[config.mk]
export PLATFORM = sky130hd
export DESIGN_NAME = crc2
export DESIGN_NICKNAME = d
export VERILOG_FILES = /design/src/rtl/crc2_pkg.sv /design/src/rtl/crc32_byte_step.sv /design/src/rtl/crc2.sv
export SDC_FILE = /design/constraint.sdc
export NUM_CORES = 1
export LEC_CHECK = 0
export BUFFER_PORTS_ARGS = -buffer_cell sky130_fd_sc_hd__buf_2
export CAP_MARGIN = 20
export CORE_MARGIN = 3
export CORE_UTILIZATION = 57
export DETAILED_ROUTE_END_ITERATION = 16
export PLACE_DENSITY = 0.87
export SLEW_MARGIN = 20
export SYNTH_ARGS = -nofsm -noshare
export SYNTH_HDL_FRONTEND = slang
export SYNTH_SLANG_ARGS = --single-unit
[constraint.sdc]
create_clock -name clk -period 7.1 [get_ports clk]
set_input_delay 0.355 -clock clk [delete_from_list [all_inputs] [get_ports clk]]
set_output_delay 0.355 -clock clk [all_outputs]
set_load 0.01 [all_outputs]
[src/rtl/crc2_pkg.sv]
// rtl/crc2_pkg.sv - shared constants, mode enum and bit-reverse helper for the CRC-32 engine
package crc2_pkg;

    localparam logic [31:0] CRC_POLY_NORM = 32'h04C11DB7;
    localparam logic [31:0] CRC_POLY_REFL = 32'hEDB88320;
    localparam logic [31:0] CRC_INIT      = 32'hFFFFFFFF;
    localparam logic [31:0] CRC_XOROUT    = 32'hFFFFFFFF;

    typedef enum logic {
        CRC_IEEE_REFL = 1'b0,
        CRC_MPEG2     = 1'b1
    } crc_mode_e;

    function automatic logic [31:0] bit_reverse32(input logic [31:0] v);
        logic [31:0] r;
        for (int i = 0; i < 32; i++) begin
            r[i] = v[31-i];
        end
        return r;
    endfunction

endpackage

[src/rtl/crc32_byte_step.sv]
// rtl/crc32_byte_step.sv - one byte of CRC-32 LFSR advance, reflected or normal bit order
module crc32_byte_step
    import crc2_pkg::*;
#(
    parameter logic [31:0] POLY = CRC_POLY_NORM
) (
    input  logic [31:0] acc,
    input  logic [7:0]  d,
    input  logic        reflect,
    output logic [31:0] nxt
);

    localparam logic [31:0] POLY_REFL = bit_reverse32(POLY);

    logic [31:0] w_c;
    logic        w_fb;

    // Eight bit-serial iterations unrolled; reflected form shifts right and eats the LSB first.
    always_comb begin
        w_c  = acc;
        w_fb = 1'b0;
        for (int i = 0; i < 8; i++) begin
            if (reflect) begin
                w_fb = w_c[0] ^ d[i];
                w_c  = w_c >> 1;
                if (w_fb) w_c = w_c ^ POLY_REFL;
            end else begin
                w_fb = w_c[31] ^ d[7-i];
                w_c  = w_c << 1;
                if (w_fb) w_c = w_c ^ POLY;
            end
        end
        nxt = w_c;
    end

endmodule

[src/rtl/crc2.sv]
// rtl/crc2.sv - byte-serial CRC-32 engine, IEEE 802.3 (reflected) or MPEG-2 (normal) per crc_mode
module crc2
    import crc2_pkg::*;
#(
    parameter logic [31:0] POLY   = CRC_POLY_NORM,
    parameter logic [31:0] INIT   = CRC_INIT,
    parameter logic [31:0] XOROUT = CRC_XOROUT
) (
    input  logic        clk,
    input  logic        rst_n,
    input  logic        clc,
    input  logic        crc_mode,
    input  logic        crc_en,
    input  logic [7:0]  d_in,
    output logic [31:0] crc_out
);

    crc_mode_e   w_mode;
    logic [31:0] w_nxt;
    logic [31:0] r_acc;

    assign w_mode = crc_mode_e'(crc_mode);

    crc32_byte_step #(
        .POLY (POLY)
    ) u_step (
        .acc     (r_acc),
        .d       (d_in),
        .reflect (w_mode == CRC_IEEE_REFL),
        .nxt     (w_nxt)
    );

    // Clear wins over a concurrent byte so a new message never inherits the dropped byte.
    always_ff @(posedge clk or negedge rst_n) begin
        if (!rst_n) begin
            r_acc <= INIT;
        end else if (clc) begin
            r_acc <= INIT;
        end else if (crc_en) begin
            r_acc <= w_nxt;
        end
    end

    assign crc_out = (w_mode == CRC_IEEE_REFL) ? (r_acc ^ XOROUT) : r_acc;

endmodule

### After elaboration in Yosys (flattened, before gate mapping)

Index checks and enable logic that the tools add are counted.

* mux-type cells: 27
* reductions and logical operators: 1
* bitwise logic cells: 33

Operators with widths (count)
* $mux W32: 19
* $mux W27: 8
* $not A13 Y14: 8
* $not A14 Y14: 8
* $not A32 Y32: 1
* $xor A1 B1 Y1: 16
* $reduce_bool A2 Y1: 1

* output and inout bits: 32
* register bits after elaboration: 32
* bits of input ports: 13
* word-level logic and storage cells: 62

### Longest topological paths before layout

* word-level depth: 26
* mapped depth: 10
* mapped depth without buffers: 7

### Modules after synthesis

Synthesis repeated with hierarchy kept, for this count alone.

* cell total of the unflattened synthesis: 425
* area, all modules: 4145.2 µm²

Modules (own cells, without submodules)
* crc32_byte_step: instances 1, seq. area each 0.0 µm², area an instance 2414.8 µm², cells an instance 282
* crc2: instances 1, seq. area each 840.8 µm², area an instance 1730.4 µm², cells an instance 143

### Worst setup path after synthesis

No wires, ideal clock.

* path kind: reg2reg
* start point: register r_acc[27]
* end point: register r_acc[8]
* path buffers: 1
* arrival time: 2.408 ns
* setup slack: 4.603 ns
* period minus slack after synthesis: 2.497 ns
* stages on the path, launching flop included: 9
* setup time: 0.089 ns
* required time: 7.011 ns
* cells stage by stage: dfstp_2 > buf_2 > xor2_1 > xnor3_1 > mux2i_1 > xor2_1 > xor2_1 > xor2_1 > a211oi_1

* cells in the longest elaborated chain, start to end: 18
* elaborated cells on any way between the ends: 37
* classes of those cells: mux: 22; bitwise: 15

RTL lines
* from (decl): RTL line crc2.sv:20 `logic [31:0] r_acc;`
* from (signal assigned): RTL line crc2.sv:40 `r_acc <= w_nxt;`
* $mux W32 (*) (4 in a row): RTL line crc32_byte_step.sv:23 `if (reflect) begin`
* $xor A1 B1 Y1: RTL line crc32_byte_step.sv:28 `w_fb = w_c[31] ^ d[7-i];`
* $mux W27: RTL line crc32_byte_step.sv:30 `if (w_fb) w_c = w_c ^ POLY;`
* $mux W32 (*): RTL line crc32_byte_step.sv:23
* $xor A1 B1 Y1: RTL line crc32_byte_step.sv:24 `w_fb = w_c[0] ^ d[i];`
* $mux W32: RTL line crc32_byte_step.sv:26 `if (w_fb) w_c = w_c ^ POLY_REFL;`
* $mux W32 (*): RTL line crc32_byte_step.sv:23
* $xor A1 B1 Y1: RTL line crc32_byte_step.sv:28
* $mux W27: RTL line crc32_byte_step.sv:30
* $mux W32 (*): RTL line crc32_byte_step.sv:23
* $xor A1 B1 Y1 or $not A14 Y14 (tied branches)
* $mux W32 or $mux W27 (tied branches): RTL line crc32_byte_step.sv:26, crc32_byte_step.sv:30
* $mux W32 (*): RTL line crc32_byte_step.sv:23
* $mux W32 (*): RTL line crc2.sv:39 `end else if (crc_en) begin`
* $mux W32 (*): RTL line crc2.sv:37 `end else if (clc) begin`

Every way passes the cells marked *; elsewhere a longest branch is shown, timed or not. The select of a mux whose other input is x is not followed.
A chain may end at the register's enable or synchronous reset.

### Worst setup path in the final report

* start point: input port crc_mode
* end point: register r_acc[9]

* cells in the longest elaborated chain, start to end: 24
* elaborated cells on any way between the ends: 50
* classes of those cells: mux: 24; bitwise: 26

RTL lines
* from (decl): RTL line crc2.sv:12 `input logic crc_mode,`
* $mux W32: RTL line crc32_byte_step.sv:23
* $xor A1 B1 Y1 or $not A13 Y14 (tied branches)
* $mux W32: RTL line crc32_byte_step.sv:26
* $mux W32: RTL line crc32_byte_step.sv:23
* $xor A1 B1 Y1 or $not A14 Y14 (tied branches)
* $mux W27: RTL line crc32_byte_step.sv:30
* $mux W32: RTL line crc32_byte_step.sv:23
* $xor A1 B1 Y1 or $not A13 Y14 (tied branches)
* (+8 left out)
* $xor A1 B1 Y1 or $not A14 Y14 (tied branches)
* $mux W27: RTL line crc32_byte_step.sv:30
* $mux W32: RTL line crc32_byte_step.sv:23
* $xor A1 B1 Y1 or $not A13 Y14 (tied branches)
* $mux W32: RTL line crc32_byte_step.sv:26
* $mux W32 (*): RTL line crc32_byte_step.sv:23
* $mux W32 (*): RTL line crc2.sv:39
* $mux W32 (*): RTL line crc2.sv:37

Marked as above.

==> run summary <==
DRT Pass-1 Iters: 5
Main combinational cell family by area after synthesis: XOR/XNOR gates
CTS sink cnt: 32
Count of cell types in the netlist: 40
First-pass GRT wire length: 16.8 mm
Largest register FFs: 32
Post-synthesis sequential area ratio: 21.1%
Crit share post-route: 44.2%
Final Util: 64.2%
Remaining DRCs: 0
Root buffer cell: clkbuf_8
F_max: 319 MHz
Crit path cell chain: buf_4 -> buf_4 -> mux2i_1 -> xnor2_2 -> xor3_1 -> xnor2_1 -> a21oi_1 -> nor2_1
Multiplexer share of the synthesized area: 4.07%
Setup Buffers After CTS: 0
Critical path class: in -> reg
Die Height: 89.7 um
RSZ-0062 raised after global routing: no
Htree depth: 2
Ant diodes: 0
Fin Hold WS: 478 ps
Gate Count Post-Synth: 408
Hold Violations, Final: 0
HP Class: in -> reg
Vias: 3,040
Main synth FF type: dfstp_2
Total track usage: 28.2%
Maximum vdd drop: 291 uV
Final Slew Violations: 0
Simple-Gate Fraction of Synth Area: 5.17%
Synth Warn #: 0
Grt total ovfl: 0
Largest stage delay, worst path: 680 ps
CTS Hold Bufs: 0
Die width: 89.7 um
Yosys reg bits: 32
I/O pins: 45
Design area: 4220 um^2
Num CTS Buffers: 5
Status: complete, no violations
Startpoint types: input pin
Worst skew pair latency: 290 ps
Xor and xnor area share after synthesis: 53.5%
Row count: 29
Area share of fa/ha/maj cells after synthesis: 0%
# nets final: 435
Largest register by flop count: r_acc
Final Setup Violations: 0
Data arrival, critical path: 3370 ps
Via density: 5.90
Power per Cell Area: 560 nW/um^2
Max-cap viol count: 0
Cts repair resizes: 0
Antenna viol nets, final: 0
Vias in the first global route: 3,025
Place WS: 3710 ps
Avg Synthesized Cell Area: 9.79 um^2
CP Max Fanout: 49
CTS tree: done
Highest-delay cell along the critical path: xnor2_2
Port Buffers: 44
Die area: 8050 um^2
Share of cells above drive strength 1: 24.2%
Required time worst endpoint: 7330 ps
Largest net degree at the start of global routing: 50
RD Place Congestion: 1.00
Clk slew on worst S/H paths: 70 ps
Net Count, Synth: 421
Layout Area Growth over Synthesis: 5.67%
EDFF count, synth: 0
Type of destination of the critical path: flop
Core area: 6570 um^2
Tmin final: 3140 ps
Initial antenna violation count: 0
DR iter-0 viols: 336
Compound-Gate Fraction of Synth Area: 11.1%
Post-synth ARST share: 100%
Initial Utilization: 60.8%
Routed len/inst: 20.3 um
Routed WL: 10.5 mm
Final HPWL DP: 7.51 mm
Largest buffer count on any clock path: 2
Top Registers: r_acc (32)
Cell mode on critical path: buf_4
Worst-Margin Slew: 828 ps
Lkg Pwr: 1.69 nW
Setup TNS: 0 ps
Cell Area, Synth: 3990 um^2
Slew margin rel.: 44.5%
Placed cell area: 4140 um^2
Clock Skew: 9.26 ps
Worst setup margin: 3960 ps
## cell usage in the layout (no fill, tap or decap), types with 2 or more instances in the layout
cell and count:
inv_1 2, o22a_1 2, a221oi_1 3, clkbuf_8 5, buf_2 43, nand2b_1 7
mux2i_1 14, nand2_1 13, xor3_1 2, xor2_2 7, o211ai_1 2, o32ai_1 2
xor2_1 51, xnor2_1 120, a21oi_1 26, nor2_1 16, o21ai_0 18, a211o_1 3
and2_1 3, buf_4 2, dfstp_2 32, xnor3_1 13, xnor2_2 8, o22ai_1 12
## report_power, final
| part | total [mW] | internal [mW] | switching [mW] |
|---|---|---|---|
| registers | 0.429 | 0.291 | 0.139 |
| logic | 1.79 | 0.889 | 0.906 |
| clock network | 0.140 | 0.0667 | 0.0730 |
| total | 2.36 | 1.25 | 1.12 |
## final cells by class
class	instances	area, um^2
clock inverter	1	5.00
clock buffer	6	72.6
timing repair buffer	45	230
multi-input combinational	336	2950
fill	528	2350
tap	93	116
sequential	32	841
inverter	2	7.51
## per-stage QoR
step / power [mW] / cells
finish: 2.36 / 515
global route: 2.52 / 515
CTS: 2.34 / 515
detailed placement: 2.18 / 508
global placement: 2.17 / 508
floorplan: 1.84 / 408
## routing by layer
layer / wire length (um) / track usage (%) / vias to the layer above / share of wire [%]
li1: - / - / 1365 / -
met1: 4510 / 40.1 / 1478 / 43
met2: 4770 / 44.1 / 164 / 46
met3: 845 / 3.47 / 33 / 8.1
met4: 350 / 10.4 / 0 / 3.3
met5: 0 / 0 / - / 0
## critical path: cells and delay by family
kind / cells / cell delay [ps]
buf+inv: 2 / 1060
compound gates: 1 / 90
mux: 1 / 210
xor+xnor: 3 / 1490
simple gates: 1 / 120
## synth_stat cells, types with 2 or more instances
cell type  count  share of area [%]
nor2_1        16                1.5
dfstp_2       32                 21
buf_1          2               0.19
xor2_1        51                 11
o21ai_0       18                2.3
o22ai_1       12                1.9
xnor2_1      120                 26
nand2_1       13                1.2
xor2_2         7                2.9
o211ai_1       2               0.38
xnor3_1       13                7.3
nand2b_1       7                1.1
mux2i_1       14                3.5
and2_1         3               0.47
a21oi_1       26                3.3
clkbuf_1      16                1.5
inv_1          2               0.19
o22a_1         2               0.44
buf_2         11                1.4
a221oi_1       3               0.66
buf_4          7                1.3
buf_6          2               0.56
xor3_1         2                1.2
a211o_1        3               0.66
xnor2_2        8                3.3
o32ai_1        2               0.44
## logic make-up after synthesis
| group | count (synthesis) |
|---|---|
| compound gates | 74 |
| xor+xnor | 203 |
| simple gates | 44 |
| flops | 32 |
| mux | 15 |
| buf+inv | 40 |
## final timing paths
kind | start | endpoint | slack [ps] | cells past startpoint
hold / removal | crc_en | r_acc[13]$_DFFE_PN1P_ | 480 | 3
min in group asynchronous | rst_n | r_acc[9]$_DFFE_PN1P_ | 510 | 1
setup / recovery | crc_mode | r_acc[9]$_DFFE_PN1P_ | 3960 | 8
setup reg to reg | r_acc[0]$_DFFE_PN1P_ | r_acc[8]$_DFFE_PN1P_ | 4210 | 7
max in group asynchronous | rst_n | r_acc[19]$_DFFE_PN1P_ | 6540 | 1
hold reg to reg | r_acc[9]$_DFFE_PN1P_ | r_acc[9]$_DFFE_PN1P_ | 540 | 2
Power figures use the tool's default switching activity.
